===== config.mk =====
export PLATFORM = sky130hd
export DESIGN_NAME = regfile_scoreboard
export DESIGN_NICKNAME = d
export VERILOG_FILES = /design/src/rtl/rv64_pkg.sv /design/src/rtl/sb_counter_bank.sv /design/src/rtl/regfile_scoreboard.sv
export SDC_FILE = /design/constraint.sdc
export NUM_CORES = 1
export LEC_CHECK = 0
export BUFFER_PORTS_ARGS = -buffer_cell sky130_fd_sc_hd__buf_4
export CORE_UTILIZATION = 25
export CTS_BUF_LIST = sky130_fd_sc_hd__clkbuf_4 sky130_fd_sc_hd__clkbuf_8 sky130_fd_sc_hd__clkbuf_16
export CTS_CLUSTER_DIAMETER = 40
export DETAILED_ROUTE_END_ITERATION = 7
export SETUP_SLACK_MARGIN = 0.15
export SLEW_MARGIN = 25
export SYNTH_ARGS = -nofsm -noshare
export SYNTH_HDL_FRONTEND = slang
export SYNTH_SLANG_ARGS = --single-unit

===== constraint.sdc =====
create_clock -name clk -period 2.45 [get_ports clk]
set_input_delay 0.245 -clock clk [delete_from_list [all_inputs] [get_ports clk]]
set_output_delay 0.245 -clock clk [all_outputs]
set_load 0.02 [all_outputs]

===== src/rtl/rv64_pkg.sv =====
// Shared definitions for the integer register file scoreboard.
// Optional feature macro used by the scoreboard: SCOREBOARD_WB_BYPASS_EN.
package rv64_pkg;

  localparam int REG_IDX_W = 5;
  localparam int NREG      = 32;
  localparam int CNT_W     = 2;
  localparam int PERF_W    = 32;

  typedef logic [REG_IDX_W-1:0] reg_idx_t;
  typedef logic [CNT_W-1:0]     sb_cnt_t;

  // Largest number of writes that may be in flight for one destination.
  localparam sb_cnt_t CNT_MAX = '1;

  // x0 is hardwired to zero, so it never takes part in tracking.
  function automatic logic idx_tracked(input reg_idx_t idx);
    return idx != '0;
  endfunction

endpackage


===== src/rtl/sb_counter_bank.sv =====
// Bank of per-register pending-write counters: one increment port, one
// decrement port, synchronous flush. Counters neither wrap up nor down.
module sb_counter_bank
  import rv64_pkg::*;
(
  input  logic     clk,
  input  logic     rst_n,
  input  logic     flush,
  input  logic     inc_en,
  input  reg_idx_t inc_idx,
  input  logic     dec_en,
  input  reg_idx_t dec_idx,
  output sb_cnt_t  cnt [NREG]
);

  genvar gi;
  generate
    for (gi = 0; gi < NREG; gi++) begin : g_cnt
      if (gi == 0) begin : g_x0
        // x0 never holds a pending write.
        assign cnt[gi] = '0;
      end else begin : g_reg
        logic    inc_hit;
        logic    dec_hit;
        sb_cnt_t cnt_reg;
        sb_cnt_t cnt_next;

        assign inc_hit = inc_en && (inc_idx == reg_idx_t'(gi));
        assign dec_hit = dec_en && (dec_idx == reg_idx_t'(gi));

        // Next count: flush wins; a matching inc and dec cancel out.
        always_comb begin
          cnt_next = cnt_reg;
          if (flush) begin
            cnt_next = '0;
          end else if (inc_hit && !dec_hit && cnt_reg != CNT_MAX) begin
            cnt_next = cnt_reg + sb_cnt_t'(1);
          end else if (dec_hit && !inc_hit && cnt_reg != '0) begin
            cnt_next = cnt_reg - sb_cnt_t'(1);
          end
        end

        // Counter state register.
        always_ff @(posedge clk or negedge rst_n) begin
          if (!rst_n) cnt_reg <= '0;
          else        cnt_reg <= cnt_next;
        end

        assign cnt[gi] = cnt_reg;
      end
    end
  endgenerate

endmodule


===== src/rtl/regfile_scoreboard.sv =====
// RAW interlock scoreboard between decode and issue. Counts in-flight
// writes per destination register and holds decode while a source is busy.
// Optional macro SCOREBOARD_WB_BYPASS_EN: a retirement that clears the last
// pending write to a source removes the stall in the same cycle and asks
// decode to forward the writeback data.
module regfile_scoreboard
  import rv64_pkg::*;
(
  input  logic              clk,
  input  logic              rst_n,
  input  logic              decode_i_valid,
  input  reg_idx_t          decode_i_rs1,
  input  logic              decode_i_rs1_ren,
  input  reg_idx_t          decode_i_rs2,
  input  logic              decode_i_rs2_ren,
  input  reg_idx_t          decode_i_rd,
  input  logic              decode_i_reg_wen,
  output logic              decode_o_ready,
  input  logic              write_back_i_valid,
  input  reg_idx_t          write_back_i_rd,
  input  logic              write_back_i_reg_wen,
  input  logic              flush_i,
  output logic              decode_o_fwd_rs1,
  output logic              decode_o_fwd_rs2,
  output logic [PERF_W-1:0] sb_o_stall_cnt,
  output logic              sb_o_err
);

  sb_cnt_t           cnt [NREG];
  sb_cnt_t           cnt_rs1;
  sb_cnt_t           cnt_rs2;
  sb_cnt_t           cnt_rd;
  sb_cnt_t           cnt_wb;
  logic              hazard_rs1;
  logic              hazard_rs2;
  logic              sat;
  logic              issue;
  logic              retire;
  logic [PERF_W-1:0] stall_cnt_reg;
  logic              err_reg;

  assign cnt_rs1 = cnt[decode_i_rs1];
  assign cnt_rs2 = cnt[decode_i_rs2];
  assign cnt_rd  = cnt[decode_i_rd];
  assign cnt_wb  = cnt[write_back_i_rd];

  assign retire = write_back_i_valid && write_back_i_reg_wen && idx_tracked(write_back_i_rd);
  assign issue  = decode_i_valid && decode_o_ready && decode_i_reg_wen && idx_tracked(decode_i_rd);

  // Hazard, saturation, forwarding and ready from current counters.
  always_comb begin
    decode_o_fwd_rs1 = 1'b0;
    decode_o_fwd_rs2 = 1'b0;
`ifdef SCOREBOARD_WB_BYPASS_EN
    decode_o_fwd_rs1 = retire && decode_i_rs1_ren && (write_back_i_rd == decode_i_rs1)
                       && (cnt_rs1 == sb_cnt_t'(1));
    decode_o_fwd_rs2 = retire && decode_i_rs2_ren && (write_back_i_rd == decode_i_rs2)
                       && (cnt_rs2 == sb_cnt_t'(1));
`endif
    hazard_rs1 = decode_i_rs1_ren && idx_tracked(decode_i_rs1) && (cnt_rs1 != '0)
                 && !decode_o_fwd_rs1;
    hazard_rs2 = decode_i_rs2_ren && idx_tracked(decode_i_rs2) && (cnt_rs2 != '0)
                 && !decode_o_fwd_rs2;
    sat        = decode_i_reg_wen && idx_tracked(decode_i_rd) && (cnt_rd == CNT_MAX);
    decode_o_ready = !(hazard_rs1 || hazard_rs2 || sat);
  end

  sb_counter_bank u_bank (
    .clk     (clk),
    .rst_n   (rst_n),
    .flush   (flush_i),
    .inc_en  (issue),
    .inc_idx (decode_i_rd),
    .dec_en  (retire),
    .dec_idx (write_back_i_rd)
  , .cnt     (cnt)
  );

  // Stall-cycle performance counter; wraps naturally.
  always_ff @(posedge clk or negedge rst_n) begin
    if (!rst_n)                               stall_cnt_reg <= '0;
    else if (decode_i_valid && !decode_o_ready) stall_cnt_reg <= stall_cnt_reg + 1'b1;
  end

  // Sticky flag: a retirement arrived for a register with nothing pending.
  always_ff @(posedge clk or negedge rst_n) begin
    if (!rst_n)                       err_reg <= 1'b0;
    else if (retire && cnt_wb == '0)  err_reg <= 1'b1;
  end

  assign sb_o_stall_cnt = stall_cnt_reg;
  assign sb_o_err       = err_reg;

endmodule


==> metrics.md <==
| Metric | Value |
|---|---|
| Min-Delay Path Depth | 2 |
| Vias per cell | 5.44 |
| Layout Utilization | 36.6% |
| Final Cell Area | 0.0103 sq mm |
| Worst Reg2Reg Path Length in Cells | 9 |
| Top Family by Delay on Critical Path | multiplexers |
| Combinational family with the most area after synthesis | simple AND/OR/NAND/NOR gates |
| Period minus WS final | 2730 ps |
| GRT Overall Usage | 18.1% |
| Largest net degree at the start of global routing | 38 |
| Ratio of cells with drive above 1 in the final layout | 38.3% |
| Max-cap violations | 0 |
| # rows | 61 |
| Slew HR | 59.1% |
| Commonest non-fill, non-tap cells in the layout | 194 x buf_4, 116 x nand2_1, 92 x dfrtp_1, 73 x nor2_1, 35 x xnor2_1 |
| Clk root buf | clkbuf_16 |
| Yosys top cell by area | dfrtp_1 |
| Part of the cycle the worst path needs | 111% |
| Mapped Area | 0.00718 sq mm |
| Avg Inst Size Synth | 8.39 sq um |
| Area post-placement | 0.00897 sq mm |
| Fin nets | 1070 |
| Number of buffers and inverters on the critical path | 2 |
| Final setup fails | 89 |
| Latest clock arrival within the worst-skew pair | 370 ps |
| CP max stage delay | 540 ps |
| Number of global-route vias before repair | 7387 |
| Die W | 171 microns |
| Placer Congestion | 0.933 |
| H-tree depth | 3 |
| Uppermost routed layer | met4 |
| Endpoints failing hold | 0 |
| Most frequent CP cell | mux4_2 |
| Final Skew | 10.3 ps |
| Dpl hpwl | 19100 microns |
| # DRC | 0 |
| Hold Path End | u_bank.g_cnt[15].g_reg.cnt_reg[1] |
| CP Class | register to register |
| Reg2Reg Setup Slack | -280 ps |
| Inserted Clock Buffers | 9 |
| Peak Freq | 367 MHz |
| Unrepaired setup endpoints after global routing | true |
| Reg-to-Reg Start | u_bank.g_cnt[24].g_reg.cnt_reg[1] |
| Area grow syn2layout | 42.9% |
| Worst-path clk slew | 80 ps |
| Distinct cell type count after synthesis | 77 |
| Worst-path cell chain | nand2_1, mux4_2, mux4_2, buf_4, buf_6, and3_4, and2_4, nand3_4, mux2_4 |
| Arrival time worst endpoint | 2980 ps |
| First-pass GRT wire length | 40600 microns |
| Gr ovfl total | 0 |
| Met2 Wirelength | 12100 microns |
| R2r endpoint | u_bank.g_cnt[31].g_reg.cnt_reg[0] |
| Placeable Area | 0.0280 sq mm |
| Status | finished with violations |
| Pleak | 0.00420 uW |
| WL per Instance | 18.7 microns |
| Met3 wire len | 2500 microns |
| PortBufs | 62 |
| Die Area | 0.0294 sq mm |
| Die H | 171 microns |
| Compound-gate portion of the synthesized area | 18.4% |
| Top cells by area, synth | dfrtp_1 33%, nand2_1 6.3%, mux4_2 6.3%, nor2_1 4.7%, xnor2_1 4.3% |
| Antenna viol nets, final | 0 |
| Synth Area in Adders | 0.174% |
| Crit start category | register |
| Sequential fraction of the synthesis area | 33.1% |
| Routed length on met1 | 11300 microns |
| Io pins | 65 |
| Maximum VDD drop | 0.351 mV |
| Synth Area in Simple Gates | 30.3% |
| Commonest non-fill, non-tap cell in the layout | buf_4 |
| Top_reg_cell synth | dfrtp_1 |
| Worst Setup SP | u_bank.g_cnt[24].g_reg.cnt_reg[1] |
| Worst path slowest cell | mux4_2 |
| CTS tree | yes |
| Crit. End Element | register |
| Worst hold margin | 336 ps |
| Max-slew violations | 0 |
| Number of synthesized register bits | 95 |
| EDFF count, synth | 0 |
| Worst-margin pin slew | 613 ps |
| First-pass detailed-route iteration total | 7 |
| Post-synthesis xor/xnor area fraction | 4.76% |
| WP data required | 2710 ps |
| DR vias | 7752 |
| Critical path peak fanout | 6 |
| Antenna violations before repair | 1 |
| WL final | 26600 microns |
| Post-synthesis mux area share | 8.21% |
| Total chip power | 4100 uW |
| Hold crit path type | primary input to register |
| Post-synthesis async set-or-reset flop share | 100% |
| Initial drt markers | 596 |
| Ys Warns | 0 |
| Hold wc startpoint | flush_i |
| Number of flip-flops in the largest register | 62 |
| PD cells | 400 mW/mm^2 |
| Violated checks | setup timing |
| Mapped Cells | 855 |
| Maximum clock insertion buffer count | 2 |
| Top-area cell type share of the netlist area | 33.1% |
| TritonCTS Sinks | 95 |
| Initial Utilization | 25.6% |
| Final WS setup | -276 ps |
| TNS Setup | -13180 ps |
-- worst max-delay path by stage --
| stage | end | slack, ps | cells after the start |
|---|---|---|---|
| after floorplan | u_bank.g_cnt[19].g_reg.cnt_reg[0] | 100 | 9 |
| after global placement | u_bank.g_cnt[13].g_reg.cnt_reg[0] | -270 | 11 |
| after detailed placement | u_bank.g_cnt[5].g_reg.cnt_reg[1] | -310 | 11 |
| after CTS | decode_o_ready | -250 | 8 |
| after global routing | decode_o_ready | -350 | 8 |
| final | u_bank.g_cnt[31].g_reg.cnt_reg[0] | -280 | 9 |
-- power breakdown --
part | switching, uW | internal (uW)
registers | 74.9 | 1610
logic | 518 | 388
clock network | 772 | 735
-- cell usage after synthesis, types with 13 or more instances --
| cell type | n |
|---|---|
| and2_1 | 20 |
| xnor2_1 | 35 |
| nor3_1 | 32 |
| and3_1 | 21 |
| nand3_1 | 43 |
| nor2b_1 | 13 |
| nand2b_1 | 21 |
| nor2_1 | 89 |
| o21ai_0 | 29 |
| mux4_2 | 20 |
| nand2_1 | 121 |
| dfrtp_1 | 95 |
| nand4_1 | 29 |
| clkbuf_1 | 30 |
| a21oi_1 | 46 |
| a311oi_1 | 13 |
-- routing by layer --
layer  up-vias  global-route usage [%]
met5         -                       0
met4         0                    6.33
met3        58                    5.43
met2       382                    28.4
met1      3766                    23.6
li1       3546                       -
-- logic make-up after synthesis --
logic type / count (synthesis)
compound gates: 183
buf+inv: 70
fa+ha+maj: 1
other cells: 1
mux: 30
xor+xnor: 39
flops: 95
simple gates: 436
-- cell type report --
| cell class | instances | area, sq um |
|---|---|---|
| diodes | 1 | 2.50 |
| clock buffers | 9 | 225 |
| clock inverters | 7 | 83.8 |
| fillers | 2839 | 17800 |
| inverters | 11 | 41.3 |
| multi-input cells | 693 | 5090 |
| flip-flops and latches | 95 | 2380 |
| well taps | 378 | 473 |
| repair buffers | 230 | 1960 |
-- metrics by stage --
| stage | std cells | setup WS [ps] |
|---|---|---|
| 2_1_floorplan | 856 | 97.5 |
| 3_3_place_gp | 1374 | -272 |
| 3_5_place_dp | 1374 | -311 |
| 4_1_cts | 1410 | -251 |
| 5_1_grt | 1423 | -350 |
| 6_report | 1424 | -276 |
-- worst reg2reg max path, cell delays in order, from the launching register on --
cell     delay [ps]
dfrtp_1         440
nand2_1          70
mux4_2          470
mux4_2          540
buf_4           170
buf_6           110
and3_4          170
and2_4          230
nand3_4         100
mux2_4          310
-- timing repair --
| item | in CTS | in global routing |
|---|---|---|
| hold endpoints to repair | 35 | 0 |
| hold buffers | 1 | 0 |
| gates cloned | 3 | 2 |
| setup buffers | 16 | 11 |
| endpoints found under the setup margin | 94 | 95 |
| gates resized for setup | 80 | 62 |
| pin swaps | 42 | 34 |
No activity file was read; power rests on OpenSTA's default activity.
